===== config.mk =====
export PLATFORM = sky130hd
export DESIGN_NAME = sdram_port_arbiter
export DESIGN_NICKNAME = d
export VERILOG_FILES = /design/src/rtl/sdram_arb_pkg.sv /design/src/rtl/sdram_arb_pick.sv /design/src/rtl/sdram_port_arbiter.sv
export SDC_FILE = /design/constraint.sdc
export NUM_CORES = 1
export LEC_CHECK = 0
export ABC_AREA = 1
export CORE_MARGIN = 3
export CORE_UTILIZATION = 38
export CTS_CLUSTER_DIAMETER = 200
export CTS_CLUSTER_SIZE = 16
export DETAILED_ROUTE_END_ITERATION = 10
export PLACE_DENSITY = 0.86
export SLEW_MARGIN = 20
export SYNTH_ARGS = -nofsm -noshare
export SYNTH_HDL_FRONTEND = slang
export SYNTH_SLANG_ARGS = --single-unit
export TNS_END_PERCENT = 50

===== constraint.sdc =====
create_clock -name clk -period 1.6 [get_ports clk]
set_input_delay 0.32 -clock clk [delete_from_list [all_inputs] [get_ports clk]]
set_output_delay 0.32 -clock clk [all_outputs]
set_load 0.05 [all_outputs]

===== src/rtl/sdram_arb_pkg.sv =====
// Shared types for the SDRAM port arbiter: FSM states, owner encoding and
// default burst length.
package sdram_arb_pkg;

    typedef enum logic [1:0] {
        StIdle,
        StReq,
        StWait,
        StDone
    } arb_state_e;

    typedef enum logic [1:0] {
        OwnNone,
        OwnVga,
        OwnDma,
        OwnCpu
    } owner_e;

    localparam int unsigned BurstDefault = 4;

endpackage


===== src/rtl/sdram_arb_pick.sv =====
// Combinational fixed-priority picker: VGA, starved CPU, DMA, CPU.
module sdram_arb_pick
    import sdram_arb_pkg::*;
(
    input  logic       vga_req_i,
    input  logic       dma_req_i,
    input  logic       cpu_req_i,
    input  logic       starve_hit_i,
    output logic [1:0] owner_o
);

    owner_e pick;

    always_comb begin
        pick = OwnNone;
        if (vga_req_i) begin
            pick = OwnVga;
        end else if (cpu_req_i && starve_hit_i) begin
            pick = OwnCpu;
        end else if (dma_req_i) begin
            pick = OwnDma;
        end else if (cpu_req_i) begin
            pick = OwnCpu;
        end
    end

    assign owner_o = pick;

endmodule


===== src/rtl/sdram_port_arbiter.sv =====
// Shares the SDRAM controller request port between VGA, DMA and CPU masters,
// sequencing each transaction and steering read data back to its owner.
module sdram_port_arbiter
    import sdram_arb_pkg::*;
#(
    parameter int unsigned ADDR_W     = 24,
    parameter int unsigned BURST      = BurstDefault,
    parameter int unsigned CPU_STARVE = 2
) (
    input  logic              clk,
    input  logic              reset,

    input  logic              vga_req,
    input  logic [ADDR_W-1:0] vga_addr,
    output logic              vga_ack,
    output logic              vga_fill,

    input  logic              dma_req,
    input  logic [ADDR_W-1:0] dma_addr,
    output logic              dma_ack,
    output logic              dma_fill,

    input  logic              cpu_req,
    input  logic [ADDR_W-1:0] cpu_addr,
    input  logic              cpu_wr,
    input  logic [15:0]       cpu_wdata,
    input  logic [1:0]        cpu_bytesel,
    output logic              cpu_ack,
    output logic [15:0]       cpu_rdata,

    output logic              sd_req,
    output logic [ADDR_W-1:0] sd_addr,
    output logic              sd_wr,
    output logic [15:0]       sd_wdata,
    output logic [1:0]        sd_bytesel,
    output logic              sd_burst,
    input  logic              sd_ack,
    input  logic              sd_rdvalid,
    input  logic [15:0]       sd_rdata
);

    localparam int unsigned CntW    = $clog2(BURST + 1);
    localparam int unsigned StarveW = (CPU_STARVE < 1) ? 1 : $clog2(CPU_STARVE + 1);
    localparam logic [CntW-1:0]    BurstLast = CntW'(BURST - 1);
    localparam logic [StarveW-1:0] StarveMax = StarveW'(CPU_STARVE);

    arb_state_e          state_q, state_d;
    owner_e              owner_q, owner_d;
    logic [StarveW-1:0]  starve_q, starve_d;
    logic [CntW-1:0]     word_cnt_q, word_cnt_d;

    logic                sd_req_q, sd_req_d;
    logic [ADDR_W-1:0]   sd_addr_q, sd_addr_d;
    logic                sd_wr_q, sd_wr_d;
    logic [15:0]         sd_wdata_q, sd_wdata_d;
    logic [1:0]          sd_bytesel_q, sd_bytesel_d;
    logic                sd_burst_q, sd_burst_d;

    logic                vga_ack_q, vga_ack_d;
    logic                dma_ack_q, dma_ack_d;
    logic                cpu_ack_q, cpu_ack_d;
    logic [15:0]         cpu_rdata_q, cpu_rdata_d;

    logic [1:0]          pick_code;
    owner_e              pick_owner;
    logic                starve_hit;
    logic                last_word;

    assign starve_hit = (starve_q == StarveMax);
    assign pick_owner = owner_e'(pick_code);
    // CPU reads are single words; bursts end on the BURST-th word.
    assign last_word  = (owner_q == OwnCpu) || (word_cnt_q == BurstLast);

    sdram_arb_pick u_pick (
        .vga_req_i    (vga_req),
        .dma_req_i    (dma_req),
        .cpu_req_i    (cpu_req),
        .starve_hit_i (starve_hit),
        .owner_o      (pick_code)
    );

    always_comb begin
        state_d      = state_q;
        owner_d      = owner_q;
        starve_d     = starve_q;
        word_cnt_d   = word_cnt_q;
        sd_req_d     = sd_req_q;
        sd_addr_d    = sd_addr_q;
        sd_wr_d      = sd_wr_q;
        sd_wdata_d   = sd_wdata_q;
        sd_bytesel_d = sd_bytesel_q;
        sd_burst_d   = sd_burst_q;
        vga_ack_d    = 1'b0;
        dma_ack_d    = 1'b0;
        cpu_ack_d    = 1'b0;
        cpu_rdata_d  = cpu_rdata_q;

        unique case (state_q)
            StIdle: begin
                if (!cpu_req) begin
                    starve_d = '0;
                end
                case (pick_owner)
                    OwnVga: begin
                        sd_addr_d    = vga_addr;
                        sd_wr_d      = 1'b0;
                        sd_wdata_d   = '0;
                        sd_bytesel_d = 2'b11;
                        sd_burst_d   = 1'b1;
                    end
                    OwnDma: begin
                        sd_addr_d    = dma_addr;
                        sd_wr_d      = 1'b0;
                        sd_wdata_d   = '0;
                        sd_bytesel_d = 2'b11;
                        sd_burst_d   = 1'b1;
                        if (cpu_req && !starve_hit) begin
                            starve_d = starve_q + 1'b1;
                        end
                    end
                    OwnCpu: begin
                        sd_addr_d    = cpu_addr;
                        sd_wr_d      = cpu_wr;
                        sd_wdata_d   = cpu_wdata;
                        sd_bytesel_d = cpu_bytesel;
                        sd_burst_d   = 1'b0;
                        starve_d     = '0;
                    end
                    default: ;
                endcase
                if (pick_owner != OwnNone) begin
                    owner_d  = pick_owner;
                    sd_req_d = 1'b1;
                    state_d  = StReq;
                end
            end

            StReq: begin
                if (sd_ack) begin
                    sd_req_d   = 1'b0;
                    word_cnt_d = '0;
                    if (sd_wr_q) begin
                        state_d   = StDone;
                        vga_ack_d = (owner_q == OwnVga);
                        dma_ack_d = (owner_q == OwnDma);
                        cpu_ack_d = (owner_q == OwnCpu);
                    end else begin
                        state_d = StWait;
                    end
                end
            end

            StWait: begin
                if (sd_rdvalid) begin
                    word_cnt_d = word_cnt_q + 1'b1;
                    if (owner_q == OwnCpu) begin
                        cpu_rdata_d = sd_rdata;
                    end
                    if (last_word) begin
                        state_d   = StDone;
                        vga_ack_d = (owner_q == OwnVga);
                        dma_ack_d = (owner_q == OwnDma);
                        cpu_ack_d = (owner_q == OwnCpu);
                    end
                end
            end

            StDone: begin
                state_d = StIdle;
                owner_d = OwnNone;
            end

            default: state_d = StIdle;
        endcase
    end

    always_ff @(posedge clk) begin
        if (reset) begin
            state_q      <= StIdle;
            owner_q      <= OwnNone;
            starve_q     <= '0;
            word_cnt_q   <= '0;
            sd_req_q     <= 1'b0;
            sd_addr_q    <= '0;
            sd_wr_q      <= 1'b0;
            sd_wdata_q   <= '0;
            sd_bytesel_q <= '0;
            sd_burst_q   <= 1'b0;
            vga_ack_q    <= 1'b0;
            dma_ack_q    <= 1'b0;
            cpu_ack_q    <= 1'b0;
            cpu_rdata_q  <= '0;
        end else begin
            state_q      <= state_d;
            owner_q      <= owner_d;
            starve_q     <= starve_d;
            word_cnt_q   <= word_cnt_d;
            sd_req_q     <= sd_req_d;
            sd_addr_q    <= sd_addr_d;
            sd_wr_q      <= sd_wr_d;
            sd_wdata_q   <= sd_wdata_d;
            sd_bytesel_q <= sd_bytesel_d;
            sd_burst_q   <= sd_burst_d;
            vga_ack_q    <= vga_ack_d;
            dma_ack_q    <= dma_ack_d;
            cpu_ack_q    <= cpu_ack_d;
            cpu_rdata_q  <= cpu_rdata_d;
        end
    end

    assign sd_req     = sd_req_q;
    assign sd_addr    = sd_addr_q;
    assign sd_wr      = sd_wr_q;
    assign sd_wdata   = sd_wdata_q;
    assign sd_bytesel = sd_bytesel_q;
    assign sd_burst   = sd_burst_q;
    assign vga_ack    = vga_ack_q;
    assign dma_ack    = dma_ack_q;
    assign cpu_ack    = cpu_ack_q;
    assign cpu_rdata  = cpu_rdata_q;

    // Fill strobes are same-cycle pass-throughs of the controller's data valid.
    assign vga_fill = (state_q == StWait) && (owner_q == OwnVga) && sd_rdvalid;
    assign dma_fill = (state_q == StWait) && (owner_q == OwnDma) && sd_rdvalid;

endmodule


==> impl_metrics.json, run 1 <==
{
  "grt_overflow": 0,
  "cp-end-kind": "output pin",
  "hpwl_um": 8970,
  "clockPowerShare": 0.200,
  "gp_congestion": 0.823,
  "dr.pass1.iters": 4,
  "postLayoutSetupSlackWorst_ns": 0.00814,
  "n_antenna_cell": 0,
  "insertion_delay_ns": 0.34,
  "yosysUniqueCellTypes": 22,
  "drcViolationCount": 0,
  "power_frac_seq": 0.289,
  "drv_slew": 0,
  "clockRootBuffer": "clkbuf_8",
  "yosys_warnings": 0,
  "min_period_ns": 1.59,
  "synth_edf_count": 0,
  "synth_cells": 596,
  "wire_per_inst_um": 13.4,
  "synth_seq_cells": 73,
  "timing.final.crit_share": 0.995,
  "clk_pin_slew_ns": 0.08,
  "dpl_worst_slack_ns": -0.148,
  "nNetsFinal": 900,
  "core-area_um2": 9860,
  "power.internal_mw": 4.62,
  "routed_wl_um": 12200,
  "syn-cell-area_um2": 3890,
  "die_w_um": 107,
  "grt_pass1_wl_um": 19900,
  "grt_use_total": 0.212,
  "grt_pass1_vias": 4238,
  "worstSetupPathType": "flop to output pin",
  "via_count": 4398,
  "slew_headroom": 0.753,
  "start_kind": "flop",
  "antenna_found_initial": 0,
  "critPathMaxFanout": 3,
  "cts_buffers": 9,
  "antenna_left": 0,
  "whs_ns": 0.287,
  "std_cell_rows": 36,
  "power_density_nw_per_um2": 1340,
  "min-delay-path-class": "input port to flop",
  "synth_flop_cell": "dfxtp_1",
  "tightest_slew_ns": 0.371,
  "totalPowerFinal_mw": 8.16,
  "clkSinkCount": 73,
  "io_pins": 180,
  "skew_ns": 0.0141,
  "status": "completed",
  "viasPerCell": 4.80,
  "setup_viol": 0,
  "critical_path_arrival_ns": 1.27,
  "drt_iter0_markers": 256,
  "htree_num_levels": 3,
  "postSynthAreaPerCell_um2": 6.52,
  "hold_viol": 0,
  "combPwrFrac": 0.511,
  "fmax_mhz": 628,
  "cp.required_ns": 1.28,
  "die_h_um": 107,
  "drive_gt1_frac": 0.172,
  "dp_cells": 897,
  "p_sw_frac": 0.434,
  "stdcell_count": 916,
  "final_cell_mix": "137 x nor2_1, 110 x clkdlybuf4s50_1, 99 x nand2_1",
  "start_util": 0.394,
  "grt_max_degree": 41,
  "synth_nets": 718,
  "rsz0062_at_grt": "yes",
  "synth_seq_area_share": 0.376,
  "port_buffers": 179,
  "synth-async-reset-ratio": 0,
  "cts_tree": "built",
  "synthToLayoutAreaGrowth_pct": 57.2,
  "ir_worst_vdd_mv": 0.669,
  "drv_cap": 0,
  "leakagePower_nw": 2.98,
  "switchingPower_mw": 3.54,
  "cts_buffer_depth": 2,
  "die_area_um2": 11500,
  "final_common_cell": "nor2_1"
}
## metal layers
metal	track usage	part of all wire
met1	0.262	0.43
met2	0.359	0.48
met3	0.0464	0.075
met4	0.0767	0.018
met5	0	0
## critical path, stage by stage, from the launching register on
cell,delay (ns)
dfxtp_2,0.33
inv_2,0.07
ha_4,0.17
nand2_8,0.06
nor3_4,0.15
buf_12,0.16
## registers in the layout, summed over array words and instances, names as in the netlist, 2 cells and up
register	flops
cpu_rdata	16
owner_q	2
sd_addr	24
sd_bytesel	2
sd_wdata	16
starve_q	2
state_q	2
word_cnt_q	3
## synth_stat cells (4+ instances only)
cell type,instances,share of area
nor2_1,138,0.13
nand2_1,102,0.099
inv_1,74,0.071
dfxtp_1,73,0.38
nand3_1,60,0.077
nand4_1,43,0.069
o21ai_0,24,0.031
o21a_1,17,0.033
clkbuf_1,16,0.015
buf_2,14,0.018
a21oi_1,9,0.012
ha_1,8,0.026
buf_4,4,0.0077
buf_6,4,0.012
## final timing paths
kind	from	to	slack (ns)	cells past startpoint
min reg2reg	word_cnt_q[0]	word_cnt_q[0]	0.46	1
max reg2reg	state_q[1]	state_q[1]	0.15	8
min	reset	starve_q[0]	0.29	4
max	state_q[0]	dma_fill	0.008	5
## power groups by stage
stage	logic (mW)	registers (mW)	clock network, mW
after floorplan	1.78	3.31	0
after global routing	4.59	2.40	1.78
after CTS	4.11	2.36	1.69
final	4.17	2.36	1.63
after global placement	3.96	2.38	0
after detailed placement	4.00	2.39	0
## timing repair
item	4_1_cts	5_1_grt
endpoints found under the setup margin	2	44
gates resized for setup	9	10
buffers inserted	3	0
pin swaps	1	1
hold buffers	0	0
## metrics by stage
| step | setup TNS [ns] | cell area [µm²] | util |
|---|---|---|---|
| after global placement | -4.29 | 5800 | 0.588 |
| after floorplan | -0.0995 | 3910 | - |
| final | 0 | 6110 | 0.619 |
| after CTS | -0.0645 | 6080 | 0.616 |
| after global routing | -0.0850 | 6110 | 0.619 |
| after detailed placement | -6.99 | 5800 | 0.588 |
## cells by family after synthesis
kind of cell             Yosys count  synth area share
AND/OR/NAND/NOR                  350             0.392
buffers and inverters            113             0.126
flip-flops                        73             0.376
AO/OA/AOI/OAI                     52            0.0808
adder cells (fa/ha/maj)            8            0.0258
## area by class of cell
cell class / instances / area (µm²)
Sequential cell: 73 / 1470
Timing Repair Buffer: 209 / 1950
Inverter: 75 / 284
Clock inverter: 7 / 103
Clock buffer: 9 / 124
Fill cell: 852 / 3760
Tap cell: 133 / 166
Multi-Input combinational cell: 410 / 2010
Note: power is estimated with default switching activity, not from simulation.
==> run 2: changes to the inputs <==
--- a/config.mk
+++ b/config.mk
@@ -16,4 +16,4 @@
 export SYNTH_ARGS = -nofsm -noshare
 export SYNTH_HDL_FRONTEND = slang
 export SYNTH_SLANG_ARGS = --single-unit
-export TNS_END_PERCENT = 50
+export TNS_END_PERCENT = 100
==> results of run 2 <==
The final DEF is identical to that of run 1; final timing and power are the same.
==> run 3: changes to the inputs <==
--- a/config.mk
+++ b/config.mk
@@ -7,11 +7,11 @@
 export LEC_CHECK = 0
 export ABC_AREA = 1
 export CORE_MARGIN = 3
-export CORE_UTILIZATION = 38
+export CORE_UTILIZATION = 42
 export CTS_CLUSTER_DIAMETER = 200
 export CTS_CLUSTER_SIZE = 16
 export DETAILED_ROUTE_END_ITERATION = 10
-export PLACE_DENSITY = 0.86
+export PLACE_DENSITY = 0.89
 export SLEW_MARGIN = 20
 export SYNTH_ARGS = -nofsm -noshare
 export SYNTH_HDL_FRONTEND = slang
==> constraint.sdc (replaced) <==
create_clock -name clk -period 1.7 [get_ports clk]
set_input_delay 0.34 -clock clk [delete_from_list [all_inputs] [get_ports clk]]
set_output_delay 0.34 -clock clk [all_outputs]
set_load 0.05 [all_outputs]
==> impl_metrics.json, run 3 (synthesis gave the netlist of run 1 again) <==
{
  "status": "completed",
  "drive_gt1_frac": 0.159,
  "critPathMaxFanout": 4,
  "port_buffers": 179,
  "critPathSlowestCell": "dfxtp_2",
  "finalSetupTns_ns": 0,
  "hpwl_um": 9430,
  "worstHoldEndpoint": "sd_wr",
  "routed_wl_um": 12700,
  "synthToLayoutAreaGrowth_pct": 53.0,
  "place_area_um2": 5700,
  "start_util": 0.439,
  "nFillCells": 751,
  "clkSinkCount": 73,
  "die_area_um2": 10400,
  "postLayoutSetupSlackWorst_ns": 0.0756,
  "dr.pass1.iters": 5,
  "design_area_um2": 5950,
  "critical_path_arrival_ns": 1.28,
  "antenna_left": 0,
  "nNetsFinal": 897,
  "antenna_found_initial": 0,
  "r2r_start": "starve_q[0]",
  "clk_pin_slew_ns": 0.08,
  "worstSetupPathType": "flop to output pin",
  "r2r-end": "sd_addr[1]",
  "grt_pass1_vias": 4354,
  "fmax_mhz": 616,
  "timing.final.crit_share": 0.956,
  "critical_path.startpoint": "state_q[0]",
  "tightest_slew_ns": 0.462,
  "cp_num_cells": 5,
  "min-delay-path-class": "input port to flop",
  "cts_buffers": 9,
  "cts_hold_buf": 0,
  "viasPerCell": 5.10,
  "worst-r2r-cell-count": 10,
  "grt_max_degree": 32,
  "insertion_delay_ns": 0.34,
  "wire_per_inst_um": 14.3,
  "min_period_ns": 1.62,
  "cp-end-kind": "output pin",
  "die_w_um": 102,
  "core-area_um2": 8850,
  "hold_viol": 0,
  "cts_tree": "built",
  "ir_worst_vdd_mv": 0.592,
  "clockRootBuffer": "clkbuf_8",
  "std_cell_rows": 34,
  "drv_slew": 0,
  "power_density_nw_per_um2": 1250,
  "gp_congestion": 0.873,
  "htree_num_levels": 3,
  "dpl_worst_slack_ns": -0.105,
  "leakagePower_nw": 2.93,
  "cp.required_ns": 1.36,
  "start_kind": "flop",
  "via_count": 4535,
  "final_cell_mix": "137 x nor2_1, 111 x clkdlybuf4s50_1, 101 x nand2_1",
  "rsz0062_at_grt": "no",
  "final_common_cell": "nor2_1",
  "dp_cells": 870,
  "io_pins": 180,
  "stdcell_count": 889,
  "critPathMaxStageDelay_ns": 0.33,
  "largest_reg_flops": 24,
  "drv_cap": 0,
  "drcViolationCount": 0,
  "cp_cell_sequence": "inv_2, ha_4, nand2_4, nor3_4, buf_12",
  "worstHoldPathCells": 2,
  "slew_headroom": 0.692,
  "final_util": 0.672,
  "setup_viol": 0,
  "skew_ns": 0.00781,
  "regToRegSetupSlack_ns": 0.11,
  "drt_iter0_markers": 191,
  "die_h_um": 102,
  "grt_use_total": 0.235,
  "grt_pass1_wl_um": 19800,
  "crit_family": "flip-flops",
  "grt_overflow": 0,
  "cp.buffers_inverters": 2,
  "min-delay-start": "reset",
  "cts_buffer_depth": 2
}
-- run 3: per-stage QoR --
stage,power (mW),hold slack [ns]
4_1_cts,7.44,0.346
3_5_place_dp,5.98,0.460
3_3_place_gp,5.87,0.445
5_1_grt,7.86,0.378
6_report,7.42,0.362
2_1_floorplan,4.78,0.432
-- run 3: what timing repair did --
action	CTS	global route
setup endpoints to repair	2	25
cloned	0	0
resized for setup	8	1
setup buffers	2	0
pin swaps	2	1
-- run 3: layout make-up --
| cell class | count | area, µm² | area share |
|---|---|---|---|
| diodes | 1 | 2.50 | 0.000421 |
| multi-input cells | 410 | 1970 | 0.332 |
| flip-flops and latches | 73 | 1460 | 0.246 |
| well taps | 108 | 135 | 0.0227 |
| clock inverters | 6 | 67.6 | 0.0114 |
| clock buffers | 10 | 128 | 0.0215 |
| inverters | 75 | 284 | 0.0478 |
| repair buffers | 206 | 1890 | 0.319 |
-- run 3: per-layer routing --
metal | part of all wire | track usage
met1 | 0.39 | 0.279
met2 | 0.51 | 0.418
met3 | 0.074 | 0.0437
met4 | 0.022 | 0.0928
met5 | 0 | 0
-- run 3: worst register-to-register path, cell delays in order, from the launching register on --
cell,delay [ns]
dfxtp_1,0.36
inv_1,0.07
ha_1,0.21
inv_1,0.11
nand2_1,0.11
nand2_1,0.10
buf_4,0.24
nand3_1,0.12
nand3_1,0.10
nand2_1,0.06
inv_1,0.05
-- run 3: power breakdown --
group,switching (mW),total (mW),leakage [nW],internal (mW)
Clock,0.681,1.37,0.0929,0.684
Sequential,0.197,2.22,0.597,2.03
Combinational,2.43,3.83,2.24,1.39
-- run 3: how the worst max path moves through the flow --
stage                       endpoint  slack [ns]
after floorplan             dma_fill       -0.13
after global placement    sd_addr[3]       -0.04
after detailed placement  sd_addr[5]       -0.10
after CTS                   dma_fill       0.006
after global routing        dma_fill       0.004
final                       dma_fill        0.08
